`src/rtl/logic_unit_pipe_pkg.sv`:
```
// Shared definitions for the bitwise logic lane: operation encoding reused by ALU decode.
package logic_pkg;

  typedef enum logic [2:0] {
    LOP_AND   = 3'b000,
    LOP_OR    = 3'b001,
    LOP_XOR   = 3'b010,
    LOP_NOR   = 3'b011,
    LOP_XNOR  = 3'b100,
    LOP_ANDN  = 3'b101,
    LOP_ACCX  = 3'b110,
    LOP_PASSA = 3'b111
  } logic_op_t;

  localparam int LOP_WIDTH = 3;

  function automatic logic is_accumulate(input logic_op_t op);
    return op == LOP_ACCX;
  endfunction

endpackage

```
`src/rtl/logic_unit_pipe_if.sv`:
```
// Operand/result stream bundle for logic_unit_pipe: input beat side plus output beat side.
interface logic_unit_pipe_if #(
  parameter int N = 32
);
  logic         in_valid;
  logic         in_ready;
  logic [2:0]   op;
  logic [N-1:0] A;
  logic [N-1:0] B;
  logic         in_last;
  logic         out_valid;
  logic         out_ready;
  logic [N-1:0] Y;
  logic         out_last;
  logic         zero;

  modport master (
    output in_valid, op, A, B, in_last, out_ready,
    input  in_ready, out_valid, Y, out_last, zero
  );

  modport slave (
    input  in_valid, op, A, B, in_last, out_ready,
    output in_ready, out_valid, Y, out_last, zero
  );
endinterface

```
`src/rtl/logic_unit_pipe_op_comb.sv`:
```
// Purely combinational operation mux; the ACCX term folds the running accumulator in.
module logic_op_comb
  import logic_pkg::*;
#(
  parameter int N = 32
) (
  input  logic_op_t    op,
  input  logic [N-1:0] a,
  input  logic [N-1:0] b,
  input  logic [N-1:0] acc,
  output logic [N-1:0] y
);

  always_comb begin
    y = '0;
    case (op)
      LOP_AND:   y = a & b;
      LOP_OR:    y = a | b;
      LOP_XOR:   y = a ^ b;
      LOP_NOR:   y = ~(a | b);
      LOP_XNOR:  y = ~(a ^ b);
      LOP_ANDN:  y = a & ~b;
      LOP_ACCX:  y = acc ^ a ^ b;
      LOP_PASSA: y = a;
      default:   y = a;
    endcase
  end

endmodule

```
`src/rtl/logic_unit_pipe.sv`:
```
// Pipelined bitwise logic unit with XOR-fold accumulator and a globally stalled register pipe.
module logic_unit_pipe
  import logic_pkg::*;
#(
  parameter int N      = 32,
  parameter int STAGES = 2
) (
  input logic              clk,
  input logic              rst,
  logic_unit_pipe_if.slave bus
);

  logic_op_t         op_sel;
  logic [N-1:0]      acc_reg;
  logic [N-1:0]      result;
  logic              result_zero;
  logic              advance;
  logic              accept;

  logic [STAGES-1:0] valid_reg;
  logic [STAGES-1:0] last_reg;
  logic [STAGES-1:0] zero_reg;
  logic [N-1:0]      y_reg  [STAGES];

  logic [STAGES-1:0] valid_next;
  logic [STAGES-1:0] last_next;
  logic [STAGES-1:0] zero_next;
  logic [N-1:0]      y_next [STAGES];

  assign op_sel      = logic_op_t'(bus.op);
  // Whole pipe moves together; a bubble in the last stage lets everything shift.
  assign advance     = ~valid_reg[STAGES-1] | bus.out_ready;
  assign accept      = bus.in_valid & advance;
  assign result_zero = (result == '0);

  logic_op_comb #(.N(N)) u_op_comb (
    .op  (op_sel),
    .a   (bus.A),
    .b   (bus.B),
    .acc (acc_reg),
    .y   (result)
  );

  // The accumulator updates at accept so back-to-back ACCX beats chain correctly.
  always_ff @(posedge clk or posedge rst) begin
    if (rst) begin
      acc_reg <= '0;
    end else if (accept && is_accumulate(op_sel)) begin
      acc_reg <= bus.in_last ? '0 : result;
    end
  end

  generate
    for (genvar gi = 0; gi < STAGES; gi++) begin : g_stage_in
      if (gi == 0) begin : g_head
        assign valid_next[gi] = accept;
        assign last_next[gi]  = bus.in_last;
        assign zero_next[gi]  = result_zero;
        assign y_next[gi]     = result;
      end else begin : g_body
        assign valid_next[gi] = valid_reg[gi-1];
        assign last_next[gi]  = last_reg[gi-1];
        assign zero_next[gi]  = zero_reg[gi-1];
        assign y_next[gi]     = y_reg[gi-1];
      end
    end
  endgenerate

  always_ff @(posedge clk or posedge rst) begin
    if (rst) begin
      valid_reg <= '0;
      last_reg  <= '0;
      zero_reg  <= '0;
      y_reg     <= '{default: '0};
    end else if (advance) begin
      valid_reg <= valid_next;
      last_reg  <= last_next;
      zero_reg  <= zero_next;
      y_reg     <= y_next;
    end
  end

  assign bus.in_ready  = advance;
  assign bus.out_valid = valid_reg[STAGES-1];
  assign bus.Y         = y_reg[STAGES-1];
  assign bus.out_last  = last_reg[STAGES-1];
  assign bus.zero      = zero_reg[STAGES-1];

endmodule
```
`src/flat_wrapper.sv`:
```
// flat-port wrapper written by rule: the top's interface ports become plain ports
module logic_unit_pipe_flat import logic_pkg::*;
#(
  parameter int N      = 32,
  parameter int STAGES = 2
)
  (clk, rst, bus_in_valid, bus_op, bus_A, bus_B, bus_in_last, bus_out_ready, bus_in_ready, bus_out_valid, bus_Y, bus_out_last, bus_zero);
  logic_unit_pipe_if #(.N(N)) bus_i ();
  input logic clk;
  input logic rst;
  input wire logic [$bits(bus_i.in_valid)-1:0] bus_in_valid;
  input wire logic [$bits(bus_i.op)-1:0] bus_op;
  input wire logic [$bits(bus_i.A)-1:0] bus_A;
  input wire logic [$bits(bus_i.B)-1:0] bus_B;
  input wire logic [$bits(bus_i.in_last)-1:0] bus_in_last;
  input wire logic [$bits(bus_i.out_ready)-1:0] bus_out_ready;
  output wire logic [$bits(bus_i.in_ready)-1:0] bus_in_ready;
  output wire logic [$bits(bus_i.out_valid)-1:0] bus_out_valid;
  output wire logic [$bits(bus_i.Y)-1:0] bus_Y;
  output wire logic [$bits(bus_i.out_last)-1:0] bus_out_last;
  output wire logic [$bits(bus_i.zero)-1:0] bus_zero;
  assign bus_i.in_valid = bus_in_valid;
  assign bus_i.op = bus_op;
  assign bus_i.A = bus_A;
  assign bus_i.B = bus_B;
  assign bus_i.in_last = bus_in_last;
  assign bus_i.out_ready = bus_out_ready;
  assign bus_in_ready = bus_i.in_ready;
  assign bus_out_valid = bus_i.out_valid;
  assign bus_Y = bus_i.Y;
  assign bus_out_last = bus_i.out_last;
  assign bus_zero = bus_i.zero;
  logic_unit_pipe #(.N(N), .STAGES(STAGES)) u_core (.clk(clk), .rst(rst), .bus(bus_i));
endmodule
```
`config.mk`:
```
export PLATFORM = sky130hd
export DESIGN_NAME = logic_unit_pipe_flat
export DESIGN_NICKNAME = d
export VERILOG_FILES = /design/src/rtl/logic_unit_pipe_pkg.sv /design/src/rtl/logic_unit_pipe_if.sv /design/src/rtl/logic_unit_pipe_op_comb.sv /design/src/rtl/logic_unit_pipe.sv /design/src/flat_wrapper.sv
export SDC_FILE = /design/constraint.sdc
export NUM_CORES = 1
export LEC_CHECK = 0
export CAP_MARGIN = 0
export CORE_UTILIZATION = 50
export DETAILED_ROUTE_END_ITERATION = 16
export GPL_TIMING_DRIVEN = 0
export PLACE_DENSITY = 0.74
export SYNTH_ARGS = -nofsm -noshare
export SYNTH_HDL_FRONTEND = slang
export SYNTH_HIERARCHICAL = 1
export SYNTH_SLANG_ARGS = --single-unit
```
`constraint.sdc`:
```
create_clock -name clk -period 7.35 [get_ports clk]
set_input_delay 2.205 -clock clk [delete_from_list [all_inputs] [get_ports clk]]
set_output_delay 2.205 -clock clk [all_outputs]
set_load 0.05 [all_outputs]
```
==> out/results.txt, run 1 <==
Status = finished clean
Share of layout cells above drive strength 1 = 0.213
CTS tree = done
Final hold violations = 0
Final HPWL from detailed placement = 14600 um
First-pass GRT wire length = 32000 um
Initial DRC Count = 481
EDFF count, synth = 0
CP required = 5140 ps
Initial antenna violation count = 0
Distinct cell type count after synthesis = 43
Yosys Warn Count = 6
Ant. Diodes = 0
Vias/cell = 6.17
Register bit total from synthesis = 102
Layout area overhead = 21.9%
Final Skew = 6.22 ps
Postcts setup bufs = 0
Cell with the most instances after synthesis = dfrtp_1
Global Route Usage Sum = 0.275
Initial Util = 0.511
Horiz. Die Dim = 124 um
Async S/R FF share, synth = 1.00
Synth cell count leaders = dfrtp_1 (102), mux2_2 (71), inv_1 (65)
Fraction of the mapped netlist area in compound gates = 0.179
Total clock sinks = 102
Setup crit start kind = input port
# IOs = 108
Worst skew pair latency = 350 ps
Cts repair resizes = 0
Mapped Cells = 677
Core area = 14500 um^2
Mapped Area = 7430 um^2
FP Rows = 44
Clk root buf = clkbuf_16
DIE AREA = 15400 um^2
Final setup fails = 0
Clock Tree Buf Depth = 2
WL per Instance = 20.6 um
Mux cell area share after synthesis = 0.209
Tmin final = 6210 ps
Post-cts hold buffer count = 0
DR pass1 iterations = 5
DIE HEIGHT = 124 um
Final TNS setup = 0 ps
Post-synthesis xor/xnor area fraction = 0.0566
PwrDens = 224 nW/um^2
Data arrival, critical path = 4010 ps
Final slew viol count = 0
Net Count, Synth = 781
Slew HR = 0.545
Synth top area cells = dfrtp_1 (34%), mux2_2 (11%), mux2_4 (5.7%)
Worst Path Max Fanout = 10
Clk slew on worst S/H paths = 70 ps
Largest net degree at the start of global routing = 60
Synth top area share = 0.344
Grt ovf = 0
Max Fclk = 161 MHz
CTS HTree Levels = 3
RSZ-0062 raised after global routing = no
Final period util = 0.845
Vias = 6073
Post-synthesis adder-cell area fraction = 0.0539
Maximum vdd ir drop = 0.133 mV
Total CTS buffers = 9
Max Cap Viol = 0
Gpl congestion = 0.814
DRC viols = 0
Sequential fraction of the synthesis area = 0.344
Main combinational cell family by area after synthesis = multiplexers
Remaining antenna violation count after routing = 0
Synth Area in Simple Gates = 0.0734
PortBufs = 107
Crit end category = output port
Pleak = 4.04 nW
Layout net count = 900
Top_reg_cell synth = dfrtp_1
Hold WC Path Type = flop to flop
Slew @ Worst Pin = 676 ps
Largest area contributor in the synthesized netlist = dfrtp_1
Routed wire length = 20300 um
Vias in the first global route = 6252
Setup CP Type = input port to output port
Layout Utilization = 0.623
Mean Syn Cell Area = 11.0 um^2
[per-stage QoR]
step / area [um^2] / setup slack (ps) / cells / hold slack (ps) / power [mW]
2_1_floorplan: 7430 / 2440 / 677 / 435 / 1.30
3_3_place_gp: 8730 / 955 / 968 / 458 / 1.52
3_5_place_dp: 8760 / 1130 / 969 / 455 / 1.55
4_1_cts: 9060 / 1130 / 985 / 473 / 2.05
5_1_grt: 9060 / 1090 / 985 / 503 / 2.14
6_report: 9060 / 1140 / 985 / 470 / 2.03
[cell usage in the layout, fill, tap and decap left out, types with 5 or more instances in the layout]
cell type and n:
clkdlybuf4s50_1 107, dfrtp_1 102, mux2_2 71, inv_1 64, xnor2_1 48, mux2i_1 32
o22a_1 32, ha_1 32, mux2_4 28, o31ai_1 17, nor2b_1 17, a21oi_1 16
o21ai_0 16, nand3_1 16, a222oi_1 16, o32a_1 16, o221ai_1 16, and2b_1 15
clkbuf_1 13, o221a_1 13, buf_6 12, buf_2 12, nor2_2 12, a21boi_1 10
clkbuf_16 9, nor4_1 8, a21boi_0 6, buf_4 5, nor2_1 5
[critical path, stage by stage]
cell             delay [ps]
clkdlybuf4s50_1         500
nor2b_4                  70
buf_8                   150
inv_8                   100
buf_12                  160
clkdlybuf4s50_1         810
[layout make-up]
cell class	count	area, um^2
Buffer	50	372
Clock buffer	9	225
Clock inverter	7	71.3
Fill cell	1163	5480
Inverter	67	262
Multi-Input combinational cell	458	4250
Sequential cell	102	2550
Tap cell	184	230
Timing Repair Buffer	108	1100
[path summary, 6_finish.rpt]
check | slack [ps] | cells after the start | end | start
min | 470 | 1 | u_core/valid_reg[1] | u_core/valid_reg[0]
min reg2reg | 470 | 1 | u_core/valid_reg[1] | u_core/valid_reg[0]
max | 1140 | 6 | bus_in_ready | bus_out_ready
min in group asynchronous | 2270 | 2 | u_core/bus.Y[2] | rst
max reg2reg | 4980 | 6 | u_core/zero_reg[0] | u_core/acc_reg[23]
max in group asynchronous | 4360 | 3 | u_core/bus.Y[20] | rst
[kinds of logic after synthesis]
kind of cell             after synthesis
adder cells (fa/ha/maj)               32
multiplexers                         132
buffers and inverters                117
flip-flops                           102
AO/OA/AOI/OAI                        161
XOR/XNOR                              48
AND/OR/NAND/NOR                       85
[power breakdown]
part / internal, mW / switching [mW] / leakage (nW)
combinational: 0.370 / 0.435 / 2.60
sequential: 0.677 / 0.0640 / 1.29
clock: 0.266 / 0.221 / 0.150
total: 1.31 / 0.719 / 4.04
[metal layers]
layer | share of wire | vias up | track usage | wire length, um
met5 | 0 | - | 0 | 0
met3 | 0.063 | 50 | 0.0495 | 1290
met4 | 0.034 | 0 | 0.134 | 699
met2 | 0.47 | 270 | 0.445 | 9600
met1 | 0.43 | 3006 | 0.354 | 8690
li1 | - | 2747 | - | -
Note: power is estimated with default switching activity, not from simulation.
==> run 2, diff against run 1 <==
Clock period 7.35 ns to 5.8 ns, I/O delays scaled along.
==> results of run 2 <==
The final DEF is identical to that of run 1. Status: finished clean.
Main changes from that run: setup slack after placement 1130 ps -> 511 ps; setup slack after layout 1140 ps -> 518 ps; register-to-register setup slack 4980 ps -> 3430 ps; total power 2.03 mW -> 2.57 mW; worst IR drop on VDD 0.133 mV -> 0.168 mV
